--- config.mk ---
export PLATFORM = sky130hd
export DESIGN_NAME = instr_prefetch
export DESIGN_NICKNAME = d
export VERILOG_FILES = /design/src/rtl/instr_prefetch_pkg.sv /design/src/rtl/instr_slot_ring.sv /design/src/rtl/instr_prefetch.sv
export SDC_FILE = /design/constraint.sdc
export NUM_CORES = 1
export LEC_CHECK = 0
export ABC_AREA = 1
export CAP_MARGIN = 15
export CELL_PAD_IN_SITES_DETAIL_PLACEMENT = 1
export CELL_PAD_IN_SITES_GLOBAL_PLACEMENT = 2
export CORE_ASPECT_RATIO = 0.9
export CORE_UTILIZATION = 36
export DETAILED_ROUTE_END_ITERATION = 16
export PLACE_DENSITY = 0.83
export SLEW_MARGIN = 30
export SYNTH_ARGS = -nofsm -noshare
export SYNTH_HDL_FRONTEND = slang
export SYNTH_HIERARCHICAL = 1
export SYNTH_SLANG_ARGS = --single-unit
--- constraint.sdc ---
create_clock -name clk -period 4.8 [get_ports clk]
set_input_delay 0.48 -clock clk [delete_from_list [all_inputs] [get_ports clk]]
set_output_delay 0.48 -clock clk [all_outputs]
set_load 0.03 [all_outputs]
--- src/rtl/instr_prefetch_pkg.sv ---
// Shared prefetch definitions: default geometry, reset fetch address,
// instruction stride and the per-slot payload layout.
package instr_prefetch_pkg;

    localparam int unsigned XLEN         = 32;
    localparam int unsigned PF_DEPTH     = 4;
    localparam logic [31:0] PF_RESET_PC  = 32'h0000_0000;
    localparam logic [31:0] INSTR_STRIDE = 32'd4;

    // Slot payload; the filled flag sits beside it in a resettable bit vector.
    typedef struct packed {
        logic [XLEN-1:0] pc;
        logic [XLEN-1:0] instr;
    } slot_t;

endpackage

--- src/rtl/instr_slot_ring.sv ---
// In-order slot ring for the prefetcher. Slots are allocated at issue,
// filled in allocation order as responses return, and popped from the head.
// Ports:
//   clk, rst_n      clock, async active-low reset
//   flush_i         free every slot (wins over alloc/fill/pop)
//   alloc_i/_pc_i   allocate a slot at the tail with its fetch PC
//   fill_i/_instr_i fill the oldest unfilled slot with a response word
//   pop_i           consume the head slot if it is filled
//   count_o         allocated slots
//   pending_o       allocated but not yet filled slots
//   head_valid_o    head slot allocated and filled
//   head_pc_o/_instr_o  head slot contents
module instr_slot_ring
    import instr_prefetch_pkg::*;
#(
    parameter int unsigned DEPTH = PF_DEPTH
) (
    input  logic                   clk,
    input  logic                   rst_n,
    input  logic                   flush_i,
    input  logic                   alloc_i,
    input  logic [XLEN-1:0]        alloc_pc_i,
    input  logic                   fill_i,
    input  logic [XLEN-1:0]        fill_instr_i,
    input  logic                   pop_i,
    output logic [$clog2(DEPTH):0] count_o,
    output logic [$clog2(DEPTH):0] pending_o,
    output logic                   head_valid_o,
    output logic [XLEN-1:0]        head_pc_o,
    output logic [XLEN-1:0]        head_instr_o
);

    localparam int unsigned PW = $clog2(DEPTH);
    localparam int unsigned CW = PW + 1;

    // Pointers carry one extra wrap bit so full and empty are distinguishable.
    logic [CW-1:0]    alloc_ptr_q, fill_ptr_q, head_ptr_q;
    logic [DEPTH-1:0] filled_q;
    slot_t            slots_q [DEPTH];

    logic [CW-1:0] count, pending;
    logic [PW-1:0] alloc_idx, fill_idx, head_idx;
    logic          alloc_en, fill_en, pop_en, head_valid;

    assign count     = alloc_ptr_q - head_ptr_q;
    assign pending   = alloc_ptr_q - fill_ptr_q;
    assign alloc_idx = alloc_ptr_q[PW-1:0];
    assign fill_idx  = fill_ptr_q[PW-1:0];
    assign head_idx  = head_ptr_q[PW-1:0];

    assign alloc_en   = alloc_i & ~flush_i & (count < CW'(DEPTH));
    // A fill with nothing awaiting one is a protocol violation and is dropped.
    assign fill_en    = fill_i & ~flush_i & (pending != '0);
    assign head_valid = (count != '0) & filled_q[head_idx];
    assign pop_en     = pop_i & ~flush_i & head_valid;

    // Pointer and filled-bit state.
    always_ff @(posedge clk or negedge rst_n) begin
        if (!rst_n) begin
            alloc_ptr_q <= '0;
            fill_ptr_q  <= '0;
            head_ptr_q  <= '0;
            filled_q    <= '0;
        end else if (flush_i) begin
            alloc_ptr_q <= '0;
            fill_ptr_q  <= '0;
            head_ptr_q  <= '0;
            filled_q    <= '0;
        end else begin
            if (alloc_en) alloc_ptr_q <= alloc_ptr_q + CW'(1);
            if (fill_en)  fill_ptr_q  <= fill_ptr_q + CW'(1);
            if (pop_en)   head_ptr_q  <= head_ptr_q + CW'(1);
            if (fill_en)  filled_q[fill_idx] <= 1'b1;
            if (pop_en)   filled_q[head_idx] <= 1'b0;
        end
    end

    // Slot payload; only ever read when the filled bit qualifies it.
    always_ff @(posedge clk) begin
        if (alloc_en) slots_q[alloc_idx].pc    <= alloc_pc_i;
        if (fill_en)  slots_q[fill_idx].instr  <= fill_instr_i;
    end

    assign count_o      = count;
    assign pending_o    = pending;
    assign head_valid_o = head_valid;
    assign head_pc_o    = slots_q[head_idx].pc;
    assign head_instr_o = slots_q[head_idx].instr;

endmodule

--- src/rtl/instr_prefetch.sv ---
// Instruction prefetcher: issues sequential word fetches into a DEPTH-entry
// slot ring, presents the oldest returned instruction to the core, and on a
// redirect flushes the ring and drops responses still in flight.
// Ports:
//   clk, reset                  clock, async active-low reset
//   redirect_valid/redirect_pc  flush and jump request from the core
//   imem_req/imem_addr          fetch request and word-aligned address
//   imem_gnt                    memory accepts the request this cycle
//   imem_rvalid/imem_rdata      in-order response word
//   out_valid/out_ready         head instruction handshake with the core
//   out_pc/out_instr            head instruction PC and word
module instr_prefetch
    import instr_prefetch_pkg::*;
#(
    parameter int unsigned DEPTH    = PF_DEPTH,
    parameter logic [31:0] RESET_PC = PF_RESET_PC
) (
    input  logic        clk,
    input  logic        reset,
    input  logic        redirect_valid,
    input  logic [31:0] redirect_pc,
    output logic        imem_req,
    output logic [31:0] imem_addr,
    input  logic        imem_gnt,
    input  logic        imem_rvalid,
    input  logic [31:0] imem_rdata,
    output logic        out_valid,
    input  logic        out_ready,
    output logic [31:0] out_pc,
    output logic [31:0] out_instr
);

    localparam int unsigned CW  = $clog2(DEPTH) + 1;
    localparam int unsigned DCW = 8;

    logic [31:0]    fetch_pc_q, fetch_pc_d;
    logic [DCW-1:0] discard_q, discard_d;

    logic [CW-1:0] ring_count, ring_pending;
    logic          head_valid;
    logic [31:0]   head_pc, head_instr;
    logic          issue, discarding, fill, rsp_consumed;

    // Request drops combinationally on reset and on a redirect.
    assign imem_req     = reset & ~redirect_valid & (ring_count < CW'(DEPTH));
    assign imem_addr    = fetch_pc_q;
    assign issue        = imem_req & imem_gnt;
    assign discarding   = (discard_q != '0);
    assign fill         = imem_rvalid & ~discarding & ~redirect_valid;
    // A response retires a discard first, otherwise an awaiting slot.
    assign rsp_consumed = imem_rvalid & (discarding | (ring_pending != '0));

    // Fetch address and in-flight discard accounting.
    always_comb begin
        fetch_pc_d = fetch_pc_q;
        discard_d  = discard_q;
        if (redirect_valid) begin
            fetch_pc_d = {redirect_pc[31:2], 2'b00};
            discard_d  = discard_q + DCW'(ring_pending) + DCW'(issue) - DCW'(rsp_consumed);
        end else begin
            if (issue) fetch_pc_d = fetch_pc_q + INSTR_STRIDE;
            if (imem_rvalid && discarding) discard_d = discard_q - DCW'(1);
        end
    end

    always_ff @(posedge clk or negedge reset) begin
        if (!reset) begin
            fetch_pc_q <= RESET_PC;
            discard_q  <= '0;
        end else begin
            fetch_pc_q <= fetch_pc_d;
            discard_q  <= discard_d;
        end
    end

    instr_slot_ring #(
        .DEPTH (DEPTH)
    ) u_ring (
        .clk          (clk),
        .rst_n        (reset),
        .flush_i      (redirect_valid),
        .alloc_i      (issue),
        .alloc_pc_i   (fetch_pc_q),
        .fill_i       (fill),
        .fill_instr_i (imem_rdata),
        .pop_i        (out_ready),
        .count_o      (ring_count),
        .pending_o    (ring_pending),
        .head_valid_o (head_valid),
        .head_pc_o    (head_pc),
        .head_instr_o (head_instr)
    );

    // Head contents are masked so the outputs read zero whenever nothing is valid.
    assign out_valid = head_valid;
    assign out_pc    = head_valid ? head_pc : '0;
    assign out_instr = head_valid ? head_instr : '0;

endmodule
== Word level (Yosys, flattened, before mapping) ==
Memory sizes are Yosys's and may differ from the RTL's.
Cells that the tools add are included.
Storage, ports and cells
  memories: 1
  memory bits (writable): 256
  input port bits: 70
  bits in registers: 53
Cells by class
  reduce and logical (&&, ||, !) cells: 11
  multiplexer cells: 26
  bitwise gates (word level): 19
  $add $sub $neg: 10
  $lt $le $gt $ge: 5
Memory list
  u_ring.slots_q: depth 4, width 64, read ports 1, clocked after memory_dff 0, write ports 2, RTL line instr_slot_ring.sv:39  | slot_t slots_q [DEPTH];
Operators by type and width (count)
  2-to-1 mux 32 bit: 4
  adder 32 x 3 -> 32 bit, second input constant: 1
  2-to-1 mux 3 bit: 6
  2-to-1 mux 4 bit: 4
  2-to-1 mux 8 bit: 2
  bitwise AND 1 bit: 13
  nonzero test 2 bit: 5
  adder 3 x 1 -> 3 bit, second input constant: 3
  adder 8 x 1 -> 8 bit: 1
  adder 8 x 3 -> 8 bit: 1
  nonzero test 8 bit: 1
  subtractor 8 x 1 -> 8 bit: 1
  subtractor 8 x 1 -> 8 bit, second input constant: 1
  2-to-1 mux 1 bit: 7
  less-than comparator 2 x 3 -> 1 bit, second input constant: 2
  nonzero test 3 bit: 2
  subtractor 3 bit: 2
  bitwise AND 4 bit: 1
  demux 1 bit (select 2 bit): 2
  >= comparator 2 x 1 -> 1 bit, second input constant: 2
  inverter 4 bit: 1
  OR 4 bit: 1
  logical AND 1 bit: 3
  less-than comparator 3 bit, second input constant: 1
  other kinds (3): 4

== Depth between registers and ports, before layout ==
Gate-level depths: netlist of the first run.
  depth after elaboration: 11
  gate-level depth with buffers: 22
  mapped depth without buffers: 21

== Hierarchy ==
The synthesis of the first run kept the hierarchy.
Modules (own cells, without submodules)
  instr_slot_ring: cells each 780, area each 10565.1 um^2, times used 1, seq. area each 8012.7 um^2
  instr_prefetch: cells each 575, area each 3574.7 um^2, times used 1, seq. area each 950.9 um^2

== Least setup slack after synthesis of the first run ==
Ideal clock, no wire load.
  kind: register -> register
  start point: register u_ring.alloc_ptr_q[0]
  end point: memory u_ring/slots_q[0][32] in the netlist's numbering, enable pin
  setup slack: 0.563 ns
  arrival time: 3.816 ns
  cell stages (with the launch flop): 16
  buffers on the path: 2
  period minus slack after synthesis: 4.237 ns
  setup time: 0.421 ns
  path through: dfrtp_1 -> inv_1 -> ha_1 -> fa_1 -> nand3_1 -> and2_1 -> inv_1 -> nor2_4 -> nand2_4 -> inv_2 -> buf_4 -> buf_6 -> inv_1 -> nor2_1 -> nand2_2 -> nor2_1
RTL lines
  from (decl): RTL line instr_slot_ring.sv:37  | logic [CW-1:0] alloc_ptr_q, fill_ptr_q, head_ptr_q;
  from (signal assigned): RTL line instr_slot_ring.sv:70  | if (alloc_en) alloc_ptr_q <= alloc_ptr_q + CW'(1);
  to (decl): RTL line instr_slot_ring.sv:39

== Worst setup path in the final report of the first run ==
  start point: register u_ring.alloc_ptr_q[0]
  end point: output port out_pc[11]
Between the ends
  cells in the longest elaborated chain, start to end: 4
RTL lines
  subtractor 3 bit: RTL line instr_slot_ring.sv:45  | assign count = alloc_ptr_q - head_ptr_q;
  nonzero test 3 bit: RTL line instr_slot_ring.sv:54  | assign head_valid = (count != '0) & filled_q[head_idx];
  bitwise AND 1 bit: RTL line instr_slot_ring.sv:54
  2-to-1 mux 32 bit: RTL line instr_prefetch.sv:96  | assign out_pc = head_valid ? head_pc : '0;
  to (decl): RTL line instr_prefetch.sv:29  | output logic [31:0] out_pc,
Every way passes these cells.

==> results of run 1 <==
## worst paths after layout
check                                 startpoint                    end  slack, ns  cells after the start
setup reg to reg           u_ring/alloc_ptr_q[0]  u_ring/slots_q[3][32]       1.00                     14
hold / removal                             reset          imem_addr[24]       0.17                      2
hold reg to reg            u_ring/alloc_ptr_q[0]  u_ring/alloc_ptr_q[0]       0.55                      1
max in group asynchronous                  reset   u_ring/head_ptr_q[0]       4.02                      2
setup / recovery           u_ring/alloc_ptr_q[0]             out_pc[11]       0.50                     12
min in group clk                  redirect_valid           discard_q[5]       0.34                      3
## registers in the layout, indices dropped and copies added, names as in the netlist
register and flops:
discard_q 8, u_ring/filled_q 4, u_ring/alloc_ptr_q 3, u_ring/slots_q 256, imem_addr 30, u_ring/fill_ptr_q 3, u_ring/head_ptr_q 3
## cells in the final DEF, fill, tap and decap left out, types with 3 or more instances in the layout
| cell | instances |
|---|---|
| sky130_fd_sc_hd__edfxtp_1 | 256 |
| sky130_fd_sc_hd__a22oi_1 | 23 |
| sky130_fd_sc_hd__xnor2_1 | 3 |
| sky130_fd_sc_hd__clkdlybuf4s50_1 | 161 |
| sky130_fd_sc_hd__nand2_2 | 10 |
| sky130_fd_sc_hd__clkbuf_1 | 4 |
| sky130_fd_sc_hd__o211ai_1 | 4 |
| sky130_fd_sc_hd__nor3_1 | 11 |
| sky130_fd_sc_hd__clkinv_2 | 6 |
| sky130_fd_sc_hd__xor2_1 | 12 |
| sky130_fd_sc_hd__nor2_4 | 14 |
| sky130_fd_sc_hd__a21oi_1 | 12 |
| sky130_fd_sc_hd__nor2_2 | 3 |
| sky130_fd_sc_hd__clkbuf_8 | 4 |
| sky130_fd_sc_hd__conb_1 | 10 |
| sky130_fd_sc_hd__o21ai_1 | 27 |
| sky130_fd_sc_hd__clkbuf_16 | 36 |
| sky130_fd_sc_hd__bufinv_16 | 7 |
| sky130_fd_sc_hd__buf_4 | 18 |
| sky130_fd_sc_hd__fa_1 | 4 |
| sky130_fd_sc_hd__nand3_2 | 3 |
| sky130_fd_sc_hd__nor2_1 | 183 |
| sky130_fd_sc_hd__nand4_1 | 12 |
| sky130_fd_sc_hd__clkinv_1 | 6 |
| sky130_fd_sc_hd__inv_2 | 6 |
| sky130_fd_sc_hd__ha_1 | 31 |
| sky130_fd_sc_hd__inv_1 | 144 |
| sky130_fd_sc_hd__nand2_1 | 209 |
| sky130_fd_sc_hd__o21ai_0 | 130 |
| sky130_fd_sc_hd__o22ai_1 | 65 |
| sky130_fd_sc_hd__dfrtp_1 | 49 |
| sky130_fd_sc_hd__nand3_1 | 60 |
## worst max-delay path, cell delays in order (launching register included)
cell and delay (ns):
sky130_fd_sc_hd__dfrtp_1 0.41, sky130_fd_sc_hd__inv_1 0.12, sky130_fd_sc_hd__ha_1 0.22, sky130_fd_sc_hd__fa_1 0.44, sky130_fd_sc_hd__nand2_1 0.08, sky130_fd_sc_hd__inv_1 0.04, sky130_fd_sc_hd__nand3_1 0.21, sky130_fd_sc_hd__nand2_1 0.11
sky130_fd_sc_hd__inv_2 0.44, sky130_fd_sc_hd__buf_4 0.32, sky130_fd_sc_hd__nand2_1 0.09, sky130_fd_sc_hd__inv_1 0.12, sky130_fd_sc_hd__clkdlybuf4s50_1 0.69
## power by group through the flow
stage | clock, uW | sequential (uW) | combinational (uW)
2_1_floorplan | 0 | 3170 | 540
3_3_place_gp | 0 | 3160 | 859
3_5_place_dp | 0 | 3170 | 879
4_1_cts | 2950 | 3110 | 888
5_1_grt | 3040 | 3130 | 1000
6_report | 2880 | 3110 | 869
## layer usage
layer | vias up | part of all wire
met2 | 202 | 0.49
li1 | 4943 | -
met4 | 0 | 0.015
met3 | 39 | 0.041
met1 | 5213 | 0.45
met5 | - | 0
## final cells by class
class / instances / area share
sequential: 307 / 0.510
multi-input combinational: 837 / 0.248
timing repair buffer: 182 / 0.101
clock buffer: 44 / 0.0552
tap: 525 / 0.0373
inverter: 152 / 0.0326
clock inverter: 20 / 0.0161
## through the flow
step                 util  cell area, sq um  hold slack (ns)  setup slack [ns]  std cells
floorplan               -             14200            0.184             0.563       1362
finish              0.457             17600            0.172             0.499       2067
CTS                 0.457             17600            0.210             0.416       2067
global route        0.457             17600            0.231             0.205       2067
detailed placement  0.424             16300            0.538             0.955       2003
global placement    0.424             16300            0.529              1.00       2003
==> impl_summary.log, run 1 <==
INFO  metric outcome = completed
INFO  metric combinationalPowerShare = 0.127
INFO  metric post_drt_wl_per_cell = 18.7 um
INFO  metric grt-busiest-layer = met2
INFO  metric timing.final.crit_share = 0.896
INFO  metric hold_violations = 0
INFO  metric antenna_violations_before_repair = 0
INFO  metric rsz_0062_raised_after_global_routing = no
INFO  metric endpoint_kind = primary output
INFO  metric area_delta_synth_final = 24.5%
INFO  metric row_count = 68
INFO  metric die_width = around 210 um
INFO  metric max-clock-path-buffers = 3
INFO  metric ys.warnings.count = 6
INFO  metric multiInputGateArea = 0.00437 sq mm
INFO  metric mappedNetlistArea = 0.0141 sq mm
INFO  metric drt.antenna.violating_nets = 0
INFO  metric cts.reportedPaths.clkPinSlew = 0.06 ns
INFO  metric number_of_global_route_vias_before_repair = 10908
INFO  metric totalWireLength = 38700 um
INFO  metric io_pins = 168
INFO  metric power.sequential.fraction = 0.453
INFO  metric p_total = 6870 uW
INFO  metric timing.final.max_slew_violations = 0
INFO  metric initial_utilization = 0.367
INFO  metric hpwl = ~24000 um
INFO  metric switching_power = between 1500 and 2000 uW
INFO  metric num-nets-final = 1620
INFO  metric cts-root-buf = sky130_fd_sc_hd__clkbuf_16
INFO  metric final.setup_skew = around 0.026 ns
INFO  metric coreArea = 0.0385 sq mm
INFO  metric tns = 0 ns
INFO  metric grt.met3_usage = 0.0287
INFO  metric net_switching_share_of_the_total_power = 0.251
INFO  metric type_of_the_worst_setup_path = register to primary output
INFO  metric max_freq = 0.233 GHz
INFO  metric cts-htree-levels = 2
INFO  metric cts-resized-gates = 0
INFO  metric crit_required = 4.32 ns
INFO  metric min-delay-path-class = primary input to async pin
INFO  metric routed_via_density = between 5 and 6
INFO  metric tightest_slew = 0.793 ns
INFO  metric power.ir.vdd_worst = between 0.2 and 0.3 mV
INFO  metric pleak = 0.00696 uW
INFO  metric use_met1 = 0.264
INFO  metric wire_length_of_the_first_global_routing_pass = 60700 um
INFO  metric use_met2 = 0.332
INFO  metric cts_tree = built
INFO  metric antennaDiodeCount = 0
INFO  metric filler_cell_count_in_the_final_layout = 4288
INFO  metric drv.max_cap_violation_count = 0
INFO  metric avgSynthCellArea = 10.4 sq um
INFO  metric port-buffer-count = 163
INFO  metric insertion_delay = 0.53 ns
INFO  metric drc = 0
INFO  metric number_of_cts_inserted_buffers = 35
INFO  metric relSlewSlack = 0.470
INFO  metric crit_arrival = 3.82 ns
INFO  metric routed-via-count = 10397
INFO  metric cts.sinks = 307
INFO  metric grt_max_degree = 78
INFO  metric internal_power = 5140 uW
INFO  metric finalWeightedCongestion = 0.763
INFO  metric postSynthCellCount = 1353
INFO  metric post_route_cells_drive_above_1_share = 0.0798
INFO  metric setup_violations = 0
INFO  metric drtIter0Drc = 582
INFO  metric ff_latch_area = 0.00897 sq mm
INFO  metric grt_usage = 0.196
INFO  metric final_period_minus_worst_setup_slack = 4.30 ns
INFO  metric clock_power_share = 0.420
INFO  metric cts-hold-fix-buffers = 0
INFO  metric cts_setup_buffers = 0
INFO  metric detailedRoute.firstPassIterationCount = 4
INFO  metric global_route_overflow = 0
INFO  metric dieArea = 0.0401 sq mm
INFO  metric power_density = about 390 mW/mm^2
INFO  metric critical_path_peak_fanout = 24
INFO  metric die_height = 190 um
INFO  metric kind_of_launch_point_of_the_worst_setup_path = register
(Power assumes the default switching activity.)
==> inputs of run 2 (changes only) <==
- CELL_PAD_IN_SITES_DETAIL_PLACEMENT: 1 -> unset
- CELL_PAD_IN_SITES_GLOBAL_PLACEMENT: 2 -> unset
- CORE_UTILIZATION: 36 -> 55
==> impl_summary.log, run 2 (same netlist as run 1, synthesis figures left out) <==
INFO  metric type_of_the_worst_setup_path = register to primary output
INFO  metric kind_of_launch_point_of_the_worst_setup_path = register
INFO  metric initial_utilization = 0.561
INFO  metric multiInputGateArea = between 0.004 and 0.005 sq mm
INFO  metric crit_required = 4.32 ns
INFO  metric post_layout_nonfiller_instances = ~1900
INFO  metric cts_setup_buffers = 0
INFO  metric critical_path_peak_fanout = 62
INFO  metric cts-hold-fix-buffers = 0
INFO  metric cts-resized-gates = 0
INFO  metric timing.final.max_slew_violations = 0
INFO  metric tns = 0 ns
INFO  metric final.setup.worst_slack = 0.457 ns
INFO  metric rr_worst_depth = 14
INFO  metric hpwl = between 15000 and 20000 um
INFO  metric area_delta_synth_final = 22.0%
INFO  metric final_period_minus_worst_setup_slack = 4.34 ns
INFO  metric routed-via-count = 10587
INFO  metric die_width = 171 um
INFO  metric crit_path_max_incr_delay = 0.67 ns
INFO  metric global_route_overflow = 0
INFO  metric post-place-cells = about 1800
INFO  metric grt_max_degree = 97
INFO  metric ff_latch_area = 0.00897 sq mm
INFO  metric setup_violations = 0
INFO  metric max-clock-path-buffers = 3
INFO  metric cts.sinks = slightly above 300
INFO  metric endpoint_kind = primary output
INFO  metric detailedRoute.firstPassIterationCount = 5
INFO  metric max_freq = 0.230 GHz
INFO  metric critical-path-top-cell-by-count = sky130_fd_sc_hd__nand2_1
INFO  metric place_ws = 0.962 ns
INFO  metric largest_register_ffs = 256
INFO  metric power_density = 381 mW/mm^2
INFO  metric insertion_delay = about 0.56 ns
INFO  metric crit_arrival = 3.86 ns
INFO  metric r2r_end = u_ring/slots_q[3][58]
INFO  metric post_route_cells_drive_above_1_share = 0.0793
INFO  metric dieArea = 0.0263 sq mm
INFO  metric hold_violations = 0
INFO  metric slowest_stage = sky130_fd_sc_hd__clkdlybuf4s50_1
INFO  metric number_of_global_route_vias_before_repair = 10155
INFO  metric port-buffer-count = approximately 160
INFO  metric drt.antenna.violating_nets = 0
INFO  metric pleak = 0.00690 uW
INFO  metric wire_length_of_the_first_global_routing_pass = 52300 um
INFO  metric antenna_violations_before_repair = 0
INFO  metric drtIter0Drc = 1040
INFO  metric timing.final.crit_share = 0.905
INFO  metric placement.cell_area = 0.0161 sq mm
INFO  metric final_util = 0.684
INFO  metric cts_tree = built
INFO  metric grt_usage = 0.255
INFO  metric power.ir.vdd_worst = 0.288 mV
INFO  metric final.setup_skew = roughly 0.0085 ns
INFO  metric r2r_slack = 0.88 ns
INFO  metric num-nets-final = ~1600
INFO  metric drv.max_cap_violation_count = 0
INFO  metric relSlewSlack = 0.477
INFO  metric mostFrequentLayoutCell = sky130_fd_sc_hd__edfxtp_1
INFO  metric die_height = 154 um
INFO  metric min-delay-path-class = primary input to async pin
INFO  metric r2r-start = u_ring/alloc_ptr_q[0]
INFO  metric drc = 0
INFO  metric finalWeightedCongestion = 0.889
INFO  metric routed_via_density = 5.63
INFO  metric post_drt_wl_per_cell = about 18 um
INFO  metric io_pins = 168
INFO  metric outcome = completed
INFO  metric cts-htree-levels = 1
INFO  metric post-route-cell-area = 0.0172 sq mm
INFO  metric row_count = 55
INFO  metric rsz_0062_raised_after_global_routing = no
INFO  metric number_of_cts_inserted_buffers = 31
INFO  metric largest_register = u_ring/slots_q
INFO  metric totalWireLength = 33300 um
INFO  metric path_cells = buf_4 > clkinv_2 > buf_4 > nand2_1 > nand3_1 > nand2_2 > nand2_1 > inv_2 > buf_12 > nand2_1 > inv_1 > clkdlybuf4s50_1
INFO  metric mostFrequentLayoutCells = sky130_fd_sc_hd__edfxtp_1, sky130_fd_sc_hd__nand2_1, sky130_fd_sc_hd__nor2_1
INFO  metric cts.reportedPaths.clkPinSlew = 0.07 ns
INFO  metric coreArea = 0.0252 sq mm
INFO  metric filler_cell_count_in_the_final_layout = 1803
INFO  metric tightest_slew = 0.784 ns
INFO  metric cts-root-buf = sky130_fd_sc_hd__clkbuf_16
[run 2: worst max-delay path: cells and delay by family, from the launching register on]
kind,cells,cell delay [ns]
simple gates,5,0.53
flops,1,0.40
buf+inv,7,2.31
[run 2: layout make-up]
class / instances / area share
Clock buffer: 33 / 0.0466
Multi-Input combinational cell: 837 / 0.251
Clock inverter: 25 / 0.0178
Tap cell: 342 / 0.0248
Antenna cell: 1 / 0.000145
Sequential cell: 307 / 0.520
Timing Repair Buffer: 184 / 0.106
Inverter: 152 / 0.0332
[run 2: report_power, final]
group	switching (uW)	internal, uW	total, uW
sequential	127	2980	3110
combinational	519	347	866
clock	1010	1580	2590
total	1650	4910	6560
[run 2: layer usage]
layer / GRT usage / vias to the layer above / part of all wire
met2: 0.433 / 542 / 0.49
met5: 0 / - / 0
met1: 0.337 / 5025 / 0.40
met4: 0.0846 / 0 / 0.025
met3: 0.0378 / 78 / 0.085
li1: - / 4942 / -
[run 2: how the worst max path moves through the flow]
stage,startpoint,end,cells after the start
after floorplan,u_ring/alloc_ptr_q[0],u_ring/slots_q[0][32],15
after global placement,u_ring/alloc_ptr_q[0],u_ring/slots_q[3][57],14
after detailed placement,u_ring/alloc_ptr_q[0],u_ring/slots_q[3][57],14
after CTS,u_ring/head_ptr_q[0],out_instr[5],12
after global routing,u_ring/head_ptr_q[0],out_pc[13],12
final,u_ring/head_ptr_q[0],out_instr[5],12
[run 2: stage by stage]
step                power (uW)  hold slack [ns]
finish                    6560            0.114
global route              6810            0.180
CTS                       6580            0.165
detailed placement        4010            0.535
global placement          3970            0.521
floorplan                 3710            0.184
==> inputs of run 3 (changes only) <==
- GPL_TIMING_DRIVEN: unset -> 0
==> impl_summary.log, run 3 (same netlist as run 1, synthesis figures left out) <==
INFO  metric outcome = completed
INFO  metric crit_required = 4.32 ns
INFO  metric final.setup_skew = between 0.008 and 0.009 ns
INFO  metric power.ir.vdd_worst = 0.329 mV
INFO  metric insertion_delay = 0.55 ns
INFO  metric coreArea = between 0.02 and 0.03 sq mm
INFO  metric tightest_slew = 0.652 ns
INFO  metric timing.final.crit_share = 0.942
INFO  metric num-nets-final = 1671
INFO  metric path_cells = ha_1 > fa_1 > nand2_1 > inv_1 > nand3_1 > nand2_1 > inv_2 > clkbuf_1 > nand2_1 > inv_1 > clkdlybuf4s50_1
INFO  metric rsz_0062_raised_after_global_routing = no
INFO  metric post-place-cells = 1876
INFO  metric endpoint_kind = primary output
INFO  metric detailedRoute.firstPassIterationCount = 5
INFO  metric area_delta_synth_final = 24.3%
INFO  metric drt.antenna.violating_nets = 0
INFO  metric cts.reportedPaths.clkPinSlew = 0.06 ns
INFO  metric cts-root-buf = sky130_fd_sc_hd__clkbuf_16
INFO  metric crit_arrival = 4.04 ns
INFO  metric critical-path-top-cell-by-count = sky130_fd_sc_hd__nand2_1
INFO  metric drv.max_cap_violation_count = 0
INFO  metric final_period_minus_worst_setup_slack = 4.52 ns
INFO  metric hold_violations = 0
INFO  metric number_of_cts_inserted_buffers = 30
INFO  metric cts_tree = built
INFO  metric number_of_global_route_vias_before_repair = 10710
INFO  metric mostFrequentLayoutCell = sky130_fd_sc_hd__edfxtp_1
INFO  metric pleak = 0.00701 uW
INFO  metric port-buffer-count = about 160
INFO  metric die_height = 154 um
INFO  metric routed_via_density = 5.70
INFO  metric cts.sinks = ~310
INFO  metric kind_of_launch_point_of_the_worst_setup_path = register
INFO  metric row_count = 55
INFO  metric wire_length_of_the_first_global_routing_pass = 55700 um
INFO  metric critical_path_peak_fanout = 13
INFO  metric drc = 0
INFO  metric drtIter0Drc = 1175
INFO  metric antennaDiodeCount = 0
INFO  metric finalWeightedCongestion = 0.902
INFO  metric type_of_the_worst_setup_path = register to primary output
INFO  metric grt_max_degree = 45
INFO  metric relSlewSlack = 0.564
INFO  metric die_width = 171 um
INFO  metric routed-via-count = approximately 11000
INFO  metric initial_utilization = 0.561
INFO  metric place_ws = roughly 0.34 ns
INFO  metric post_route_cells_drive_above_1_share = 0.0830
INFO  metric power_density = ~370 mW/mm^2
INFO  metric rr_worst_depth = 15
INFO  metric slowest_stage = sky130_fd_sc_hd__clkdlybuf4s50_1
INFO  metric max-clock-path-buffers = 3
INFO  metric post_drt_wl_per_cell = 18.7 um
INFO  metric final.setup.worst_slack = 0.281 ns
INFO  metric cts-htree-levels = 1
INFO  metric mostFrequentLayoutCells = sky130_fd_sc_hd__edfxtp_1, sky130_fd_sc_hd__nand2_1, sky130_fd_sc_hd__nor2_1
INFO  metric crit_path_max_incr_delay = about 0.67 ns
INFO  metric min-delay-path-class = primary input to async pin
INFO  metric setup_violations = 0
INFO  metric largest_register_ffs = 256
INFO  metric io_pins = 168
INFO  metric hpwl = 23700 um
INFO  metric global_route_overflow = 0
INFO  metric antenna_violations_before_repair = 1
INFO  metric dieArea = 0.0263 sq mm
INFO  metric largest_register = u_ring/slots_q
INFO  metric max_freq = 0.221 GHz
INFO  metric grt_usage = 0.275
INFO  metric timing.final.max_slew_violations = 0
INFO  metric post_layout_nonfiller_instances = 1932
INFO  metric totalWireLength = between 30000 and 40000 um
run 3: path summary, 6_finish.rpt:
kind                                 startpoint                     to  slack, ns
max                        u_ring/head_ptr_q[0]             out_pc[28]       0.28
min                                       reset          imem_addr[22]       0.30
max reg2reg                u_ring/head_ptr_q[0]  u_ring/slots_q[0][53]       0.73
min reg2reg                        discard_q[6]           discard_q[6]       0.55
max in group asynchronous                 reset   u_ring/fill_ptr_q[0]       4.03
min in group clk                redirect_pc[12]          imem_addr[12]       0.48
run 3: report_power, final:
group          internal [uW]  switching, uW
combinational            356            522
sequential              2980            130
clock                   1450            991
total                   4790           1640
run 3: layout make-up:
cell class	instances	area (sq um)
Clock inverter	22	248
Fill cell	1752	7610
Multi-Input combinational cell	837	4370
Inverter	152	571
Timing Repair Buffer	173	1890
Buffer	65	319
Sequential cell	307	8960
Tap cell	342	428
Clock buffer	34	787
run 3: per-stage QoR:
step | hold slack, ns | total power [uW] | util | area (sq um) | TNS, ns
after global placement | 0.521 | 3990 | 0.644 | 16200 | -386.88
after CTS | 0.282 | 6450 | 0.698 | 17600 | 0
final | 0.299 | 6430 | 0.698 | 17600 | 0
after detailed placement | 0.321 | 4020 | 0.656 | 16500 | 0
after floorplan | 0.184 | 3710 | - | 14200 | 0
after global routing | 0.304 | 6680 | 0.698 | 17600 | 0
run 3: routing by layer:
layer  part of all wire  routed length (um)  up-vias  global-route usage
li1                   -                   -     5056                   -
met1               0.41               14600     5243               0.371
met2               0.48               17500      635               0.465
met3              0.087                3140       69              0.0404
met4              0.024                 873        2              0.0770
met5            0.00036                  13        -                   0
run 3: critical path: cells and delay by family (launching register included):
kind | cells | cell delay, ns
buffers and inverters | 5 | 1.63
adders and majority gates | 2 | 0.66
DFF | 1 | 0.62
and+or+nand+nor | 4 | 0.56
run 3: timing repair:
action,4_1_cts,5_1_grt
endpoints found under the setup margin,31,2
gates resized for setup,0,2
hold buffers,1,0
hold endpoints to repair,8,0
buffers inserted,0,0
